==> src/rtl/vc_arbiter.sv <==
// Two-VC read arbiter: strict priority by default, weighted round robin when
// VC_ARB_WRR_EN is defined. Strobes are registered; data_out lands two cycles after a strobe.
module vc_arbiter #(
  parameter int data_width   = 6,
  parameter int weight_width = 4
) (
  input  logic                    clk,
  input  logic                    reset,
  input  logic                    init,
  input  logic [weight_width-1:0] weight_VC0,
  input  logic                    empty_VC0,
  input  logic                    empty_VC1,
  input  logic [data_width-1:0]   data_VC0,
  input  logic [data_width-1:0]   data_VC1,
  input  logic                    pause,
  output logic                    rd_VC0,
  output logic                    rd_VC1,
  output logic [data_width-1:0]   data_out,
  output logic                    valid_out,
  output logic                    vc_out,
  output logic [1:0]              state
);

  localparam logic [1:0] ST_RESET  = 2'b00;
  localparam logic [1:0] ST_INIT   = 2'b01;
  localparam logic [1:0] ST_IDLE   = 2'b10;
  localparam logic [1:0] ST_ACTIVE = 2'b11;

  logic [1:0]            r_state;
  logic [1:0]            w_state_next;
  logic                  r_rd0;
  logic                  r_rd1;
  logic                  r_tag_valid;
  logic                  r_tag_vc;
  logic [data_width-1:0] r_data_out;
  logic                  r_valid_out;
  logic                  r_vc_out;
  logic                  w_rd_en;
  logic                  w_pick_vc1;
  logic                  w_rd0;
  logic                  w_rd1;

  always_comb begin
    w_state_next = r_state;
    case (r_state)
      ST_RESET: w_state_next = ST_INIT;
      ST_INIT:  w_state_next = init ? ST_INIT : ST_IDLE;
      ST_IDLE: begin
        if (init)
          w_state_next = ST_INIT;
        else if ((!empty_VC0 || !empty_VC1) && !pause)
          w_state_next = ST_ACTIVE;
      end
      default: begin
        if (init)
          w_state_next = ST_INIT;
        else if ((empty_VC0 && empty_VC1) || pause)
          w_state_next = ST_IDLE;
      end
    endcase
  end

  // Strobes follow the next state, so a read is only issued into a cycle spent in ACTIVE
  // and pause/init/empty suppress it combinationally in the cycle they are seen.
  assign w_rd_en = (w_state_next == ST_ACTIVE);

`ifdef VC_ARB_WRR_EN
  logic [weight_width-1:0] r_weight;
  logic [weight_width-1:0] r_wrr_cnt;
  logic [weight_width-1:0] w_weight_eff;

  assign w_weight_eff = (r_weight == '0) ? {{(weight_width-1){1'b0}}, 1'b1} : r_weight;
  assign w_pick_vc1   = empty_VC0 || (!empty_VC1 && (r_wrr_cnt >= w_weight_eff));

  always_ff @(posedge clk or posedge reset) begin
    if (reset) begin
      r_weight  <= '0;
      r_wrr_cnt <= '0;
    end else begin
      if (r_state == ST_INIT)
        r_weight <= weight_VC0;
      if (empty_VC1 || w_rd1)
        r_wrr_cnt <= '0;
      else if (w_rd0)
        r_wrr_cnt <= r_wrr_cnt + 1'b1;
    end
  end
`else
  logic w_unused_weight;

  assign w_unused_weight = ^weight_VC0;
  assign w_pick_vc1      = empty_VC0;
`endif

  assign w_rd0 = w_rd_en && !w_pick_vc1;
  assign w_rd1 = w_rd_en && w_pick_vc1;

  // The strobe registers are the first tag stage; r_tag_* is the second, aligned with FIFO data.
  always_ff @(posedge clk or posedge reset) begin
    if (reset) begin
      r_state     <= ST_RESET;
      r_rd0       <= 1'b0;
      r_rd1       <= 1'b0;
      r_tag_valid <= 1'b0;
      r_tag_vc    <= 1'b0;
      r_data_out  <= '0;
      r_valid_out <= 1'b0;
      r_vc_out    <= 1'b0;
    end else begin
      r_state     <= w_state_next;
      r_rd0       <= w_rd0;
      r_rd1       <= w_rd1;
      r_tag_valid <= r_rd0 || r_rd1;
      r_tag_vc    <= r_rd1;
      r_valid_out <= r_tag_valid;
      r_vc_out    <= r_tag_valid && r_tag_vc;
      if (r_tag_valid)
        r_data_out <= r_tag_vc ? data_VC1 : data_VC0;
      else
        r_data_out <= '0;
    end
  end

  assign rd_VC0    = r_rd0;
  assign rd_VC1    = r_rd1;
  assign data_out  = r_data_out;
  assign valid_out = r_valid_out;
  assign vc_out    = r_vc_out;
  assign state     = r_state;

endmodule

==> config.mk <==
export PLATFORM = sky130hd
export DESIGN_NAME = vc_arbiter
export DESIGN_NICKNAME = d
export VERILOG_FILES = /design/src/rtl/vc_arbiter.sv
export SDC_FILE = /design/constraint.sdc
export NUM_CORES = 1
export LEC_CHECK = 0
export CORE_UTILIZATION = 36
export CTS_BUF_LIST = sky130_fd_sc_hd__clkbuf_4 sky130_fd_sc_hd__clkbuf_8 sky130_fd_sc_hd__clkbuf_16
export DETAILED_ROUTE_END_ITERATION = 8
export GPL_TIMING_DRIVEN = 0
export HOLD_SLACK_MARGIN = 0.03
export PLACE_DENSITY = 0.8
export SETUP_SLACK_MARGIN = 0.1
export SYNTH_ARGS = -nofsm -noshare
export SYNTH_HDL_FRONTEND = slang
export SYNTH_SLANG_ARGS = --single-unit
==> constraint.sdc <==
create_clock -name clk -period 2.03 [get_ports clk]
set_input_delay 0.609 -clock clk [delete_from_list [all_inputs] [get_ports clk]]
set_output_delay 0.609 -clock clk [all_outputs]
set_load 0.01 [all_outputs]
======== Word-level counts from Yosys, hierarchy flattened ========
Index checks and enable logic that the tools add are counted.
operators by class
  equality and inequality tests ........... 3
  mux-type cells .......................... 8
  reduce and logical (&&, ||, !) cells .... 12
operator list
  kind                count
  $mux 6              2
  $mux 2              5
  $pmux 2 s3          1
  $logic_and 1x1->1   5
  $eq 2x2->1 const B  2
  $logic_not 1->1     3
  $logic_or 1x1->1    3
  $eq 2x1->1 const B  1
  $logic_not 2->1     1
storage, ports and cells
  bits in registers ....................... 14
  input port bits ......................... 22
  output and inout port bits .............. 12
  logic and storage cells ................. 31

======== Longest topological paths before layout ========
  depth in word-level cells ............... 8
  mapped depth ............................ 3
  mapped depth without buffers ............ 2

======== Least setup slack after synthesis ========
OpenSTA, ideal clock, no wires.
  path kind ............................... in2reg
  start ................................... in init
  end ..................................... reg r_rd1 (netlist: rd_VC1)
  library setup time ...................... 0.080 ns
  arrival ................................. 1.165 ns
  required time ........................... 1.950 ns
  slack ................................... 0.785 ns
  stages .................................. 2
  buffers on the path ..................... 0
  cell sequence ........................... or3b_1 > nor3b_2
between the ends
  word-level cells in the longest chain between the ends .. 4
  elaborated cells between the ends (all ways) .. 6
  those cells by class .................... eq/ne: 1; mux: 4; reduce/logical: 1
ends and longest elaborated chain
  item                              line        source
  from (decl)                       9           input logic init,
  $mux 2, on equally long branches  55, 47, 49
  $pmux 2 s3 *                      45          case (r_state)
  $eq 2x2->1 *                      65          assign w_rd_en = (w_state_next == ST_ACTIVE);
  $logic_and 1x1->1 *               96          assign w_rd1 = w_rd_en && w_pick_vc1;
  net w_rd1                         41          logic w_rd1;
  to (signal assigned)              112         r_rd1 <= w_rd1;
  to (decl)                         32          logic r_rd1;
The timed path passes the listed nets; every way through them passes the cells marked *.

======== Worst setup path in the final report ========
  start ................................... reg r_state[1] (netlist: state[1])
  end ..................................... out state[1]
RTL lines
  item                    line  source
  from (decl)             29    logic [1:0] r_state;
  from (signal assigned)  110   r_state <= w_state_next;
  to (decl)               21    output logic [1:0] state
No word-level cell between the ends.

==> run_results.csv <==
group,metric,value,unit
clock_tree,clock_tree_from_tritoncts,"done",
critical_path,crit_fanout,4,
clock_tree,ctsHtreeMaxLevel,1,
clock_tree,cts_resized,0,
die,io-pin-count,34,
detailed_routing,drt_iter0_drc,1,
die,fp.dieW,39.98,um
detailed_routing,route.detailed.drc,0,
critical_path,worst_setup_path_type,"register to output port",
yosys,synth_flop_cell,"sky130_fd_sc_hd__dfrtp_1",
sta,totalNegativeSetupSlack,0,ns
detailed_routing,post_drt_via_cell_ratio,4.570,
yosys,synth_edf_count,0,
critical_path,slowest_stage,"sky130_fd_sc_hd__clkdlybuf4s50_1",
yosys,yosys_warnings,0,
die,fp.dieH,39.98,um
sta,setup_ws,0.2122,ns
min_path,min_delay_path_depth,0,
placement,routabilityCongestion,0.6647,
critical_path,timing.critical_path.arrival,1.21,ns
power,power_density,645.9,mW/mm2
yosys,post_synth_instance_area,519.2,um2
placement,hpwlAfterDp,737.9,um
critical_path,end_kind,"output port",
min_path,critical_hold_path_startpoint,"rd_VC1",
global_routing,largest_net_degree_at_the_start_of_global_routing,15,
yosys,dominant_cells_by_area_after_synthesis,"sky130_fd_sc_hd__dfrtp_1, sky130_fd_sc_hd__mux2i_1, sky130_fd_sc_hd__nor2b_1, sky130_fd_sc_hd__nor3b_2, sky130_fd_sc_hd__nor2_1",
yosys,synth_largest_area_cell,"sky130_fd_sc_hd__dfrtp_1",
layout,layout.nets,94,
min_path,holdPathEnd,"r_tag_vc",
global_routing,grt_first_pass_wirelength,1393,um
sta,post-route-period-util,89.55,%
sta,report.final.setup_viol,0,
yosys,synth_top_area_share,67.47,%
global_routing,vias_in_the_first_global_route,327,
clock_tree,numClockSinks,14,
global_routing,track_usage,13.98,%
detailed_routing,routed_wirelength,944,um
clock_tree,cts_inserted_buffers,3,
yosys,yosysSeqAreaShare,67.47,%
sta,tightestPinTransition,0.5192,ns
critical_path,worstRegToRegCells,2,
clock_tree,postCtsHoldBufs,0,
layout,post-route-util,65.62,%
critical_path,critical-path-max-stage-delay,0.55,ns
sta,fin_crit,1.818,ns
placement,place_ws,0.2879,ns
sta,timing.clock.skew,0.001204,ns
critical_path,critical_path.cell_chain,"clkdlybuf4s50_1",
die,core_area,0.001318,mm2
critical_path,cp.buffers_inverters,1,
yosys,synthCells,38,
critical_path,rr_endpoint,"rd_VC1",
yosys,synth_cell_types,12,
clock_tree,cts.reportedPaths.clkPinSlew,0.08,ns
sta,maxSlewViolCount,0,
global_routing,number_of_antenna_violations_at_the_first_check_in_global_routing,0,
die,floorplan_die_area,0.001598,mm2
clock_tree,postCtsSetupRepairBufs,0,
detailed_routing,drt_first_pass_iters,2,
critical_path,critPathLaunchType,"register",
yosys,synth.top_cells.by_count,"sky130_fd_sc_hd__dfrtp_1, sky130_fd_sc_hd__mux2i_1, sky130_fd_sc_hd__nor2b_1",
sta,grt_setup_unrepaired,"no",
yosys,synth_most_common_cell,"sky130_fd_sc_hd__dfrtp_1",
global_routing,global_route.overflow_total,0,
yosys,postSynth.asyncResetShare,100.0,%
critical_path,critPathLaunch,"state[1]",
critical_path,required_time_of_the_critical_path,1.42,ns
status,run_status,"finished clean",
sta,report.final.hold_viol_count,0,
clock_tree,insertion_delay,0.27,ns
sta,max-slew-margin-rel,65.35,%
layout,post_route_cells_drive_above_1_share,9.859,%
clock_tree,cts-root-buf,"sky130_fd_sc_hd__clkbuf_4",
min_path,timing.hold.worst.class,"register to register",
yosys,synth.net_count,60,
sta,hold_worst_slack,0.4179,ns
critical_path,worst_case_register_to_register_setup_slack,0.98,ns
critical_path,r2r_start,"state[1]",
die,fp-row-count,13,
layout,syn_to_final_growth,66.51,%
detailed_routing,vias,393,
power,leakage,0.3829,nW
yosys,ys_ff_latch,14,
detailed_routing,antenna_violating_nets_post_route,0,
power,irDropWorstVdd,0.4131,mV
sta,achievable-frequency,550.1,MHz
clock_tree,clock_path_buffers,2,
die,start_util,39.41,%
critical_path,cp_top_family,"buffers and inverters",
layout,antenna_cells_inserted,0,
detailed_routing,route.detailed.wl_per_inst,10.98,um
yosys,syn_avg_cell_area,13.66,um2
placement,port-buffer-count,29,
job,maxCapViolations,0,
[cell families after synthesis]
| group | synth area share (%) |
|---|---|
| DFF | 67.47 |
| and+or+nand+nor | 16.63 |
| muxes | 11.57 |
| buffers and inverters | 2.409 |
| AOI/OAI and AO/OA | 1.928 |
[worst max-delay path by stage]
stage                          end  slack [ns]  depth (start not counted)
after floorplan             rd_VC1        0.79                          2
after global placement      rd_VC1        0.31                          3
after detailed placement    rd_VC1        0.29                          3
after CTS                 state[1]        0.19                          1
after global routing      state[1]        0.15                          1
final                     state[1]        0.21                          1
[registers in the layout (all words and copies together), names as in the netlist]
register / flops
r_tag_vc: 1
vc_out: 1
r_tag_valid: 1
rd_VC0: 1
rd_VC1: 1
state: 2
valid_out: 1
data_out: 6
[layer usage]
layer | wire, um | global-route usage, % | part of all wire [%] | vias up
li1 | - | - | - | 190
met1 | 363 | 16.30 | 38 | 181
met2 | 477 | 22.58 | 51 | 22
met3 | 104 | 4.444 | 11 | 0
met4 | 0 | 7.759 | 0 | 0
met5 | 0 | 0 | 0 | -
[metrics by stage]
| stage | area, um2 | power [mW] | cells |
|---|---|---|---|
| after floorplan | 519.2 | 0.3201 | 38 |
| after detailed placement | 828.3 | 0.3741 | 82 |
| final | 864.6 | 0.5585 | 86 |
| after global placement | 828.3 | 0.3725 | 82 |
| after CTS | 864.6 | 0.5722 | 86 |
| after global routing | 864.6 | 0.5924 | 86 |
[final cells by class]
| type | count | area [um2] |
|---|---|---|
| Fill cell | 111 | 452.9 |
| Buffer | 1 | 5.005 |
| Multi-Input combinational cell | 21 | 156.4 |
| Clock buffer | 4 | 36.28 |
| Timing Repair Buffer | 29 | 290.3 |
| Inverter | 2 | 7.507 |
| Sequential cell | 14 | 350.3 |
| Tap cell | 15 | 18.77 |
[where the power goes]
| group | leakage, nW | internal, mW | switching (mW) | total [mW] |
|---|---|---|---|---|
| clock network | 0.0210 | 0.109 | 0.0823 | 0.191 |
| registers | 0.189 | 0.287 | 0.00499 | 0.292 |
| logic | 0.173 | 0.0508 | 0.0240 | 0.0748 |
[layout by cell type (no fill, tap or decap)]
cell / netlist / routed
sky130_fd_sc_hd__dfrtp_1: 14 / 14
sky130_fd_sc_hd__nor3b_2: 1 / 1
sky130_fd_sc_hd__and2_1: 1 / 1
sky130_fd_sc_hd__or2_2: 1 / 1
sky130_fd_sc_hd__clkbuf_8: 0 / 1
sky130_fd_sc_hd__a311o_1: 1 / 1
sky130_fd_sc_hd__nor2_1: 3 / 3
sky130_fd_sc_hd__clkbuf_4: 0 / 3
sky130_fd_sc_hd__inv_1: 2 / 2
sky130_fd_sc_hd__nand2_1: 1 / 1
sky130_fd_sc_hd__nor2b_1: 6 / 6
sky130_fd_sc_hd__clkdlybuf4s50_1: 0 / 29
sky130_fd_sc_hd__mux2i_1: 6 / 6
sky130_fd_sc_hd__or3b_1: 1 / 1
sky130_fd_sc_hd__buf_2: 1 / 1
(Power assumes the default switching activity.)
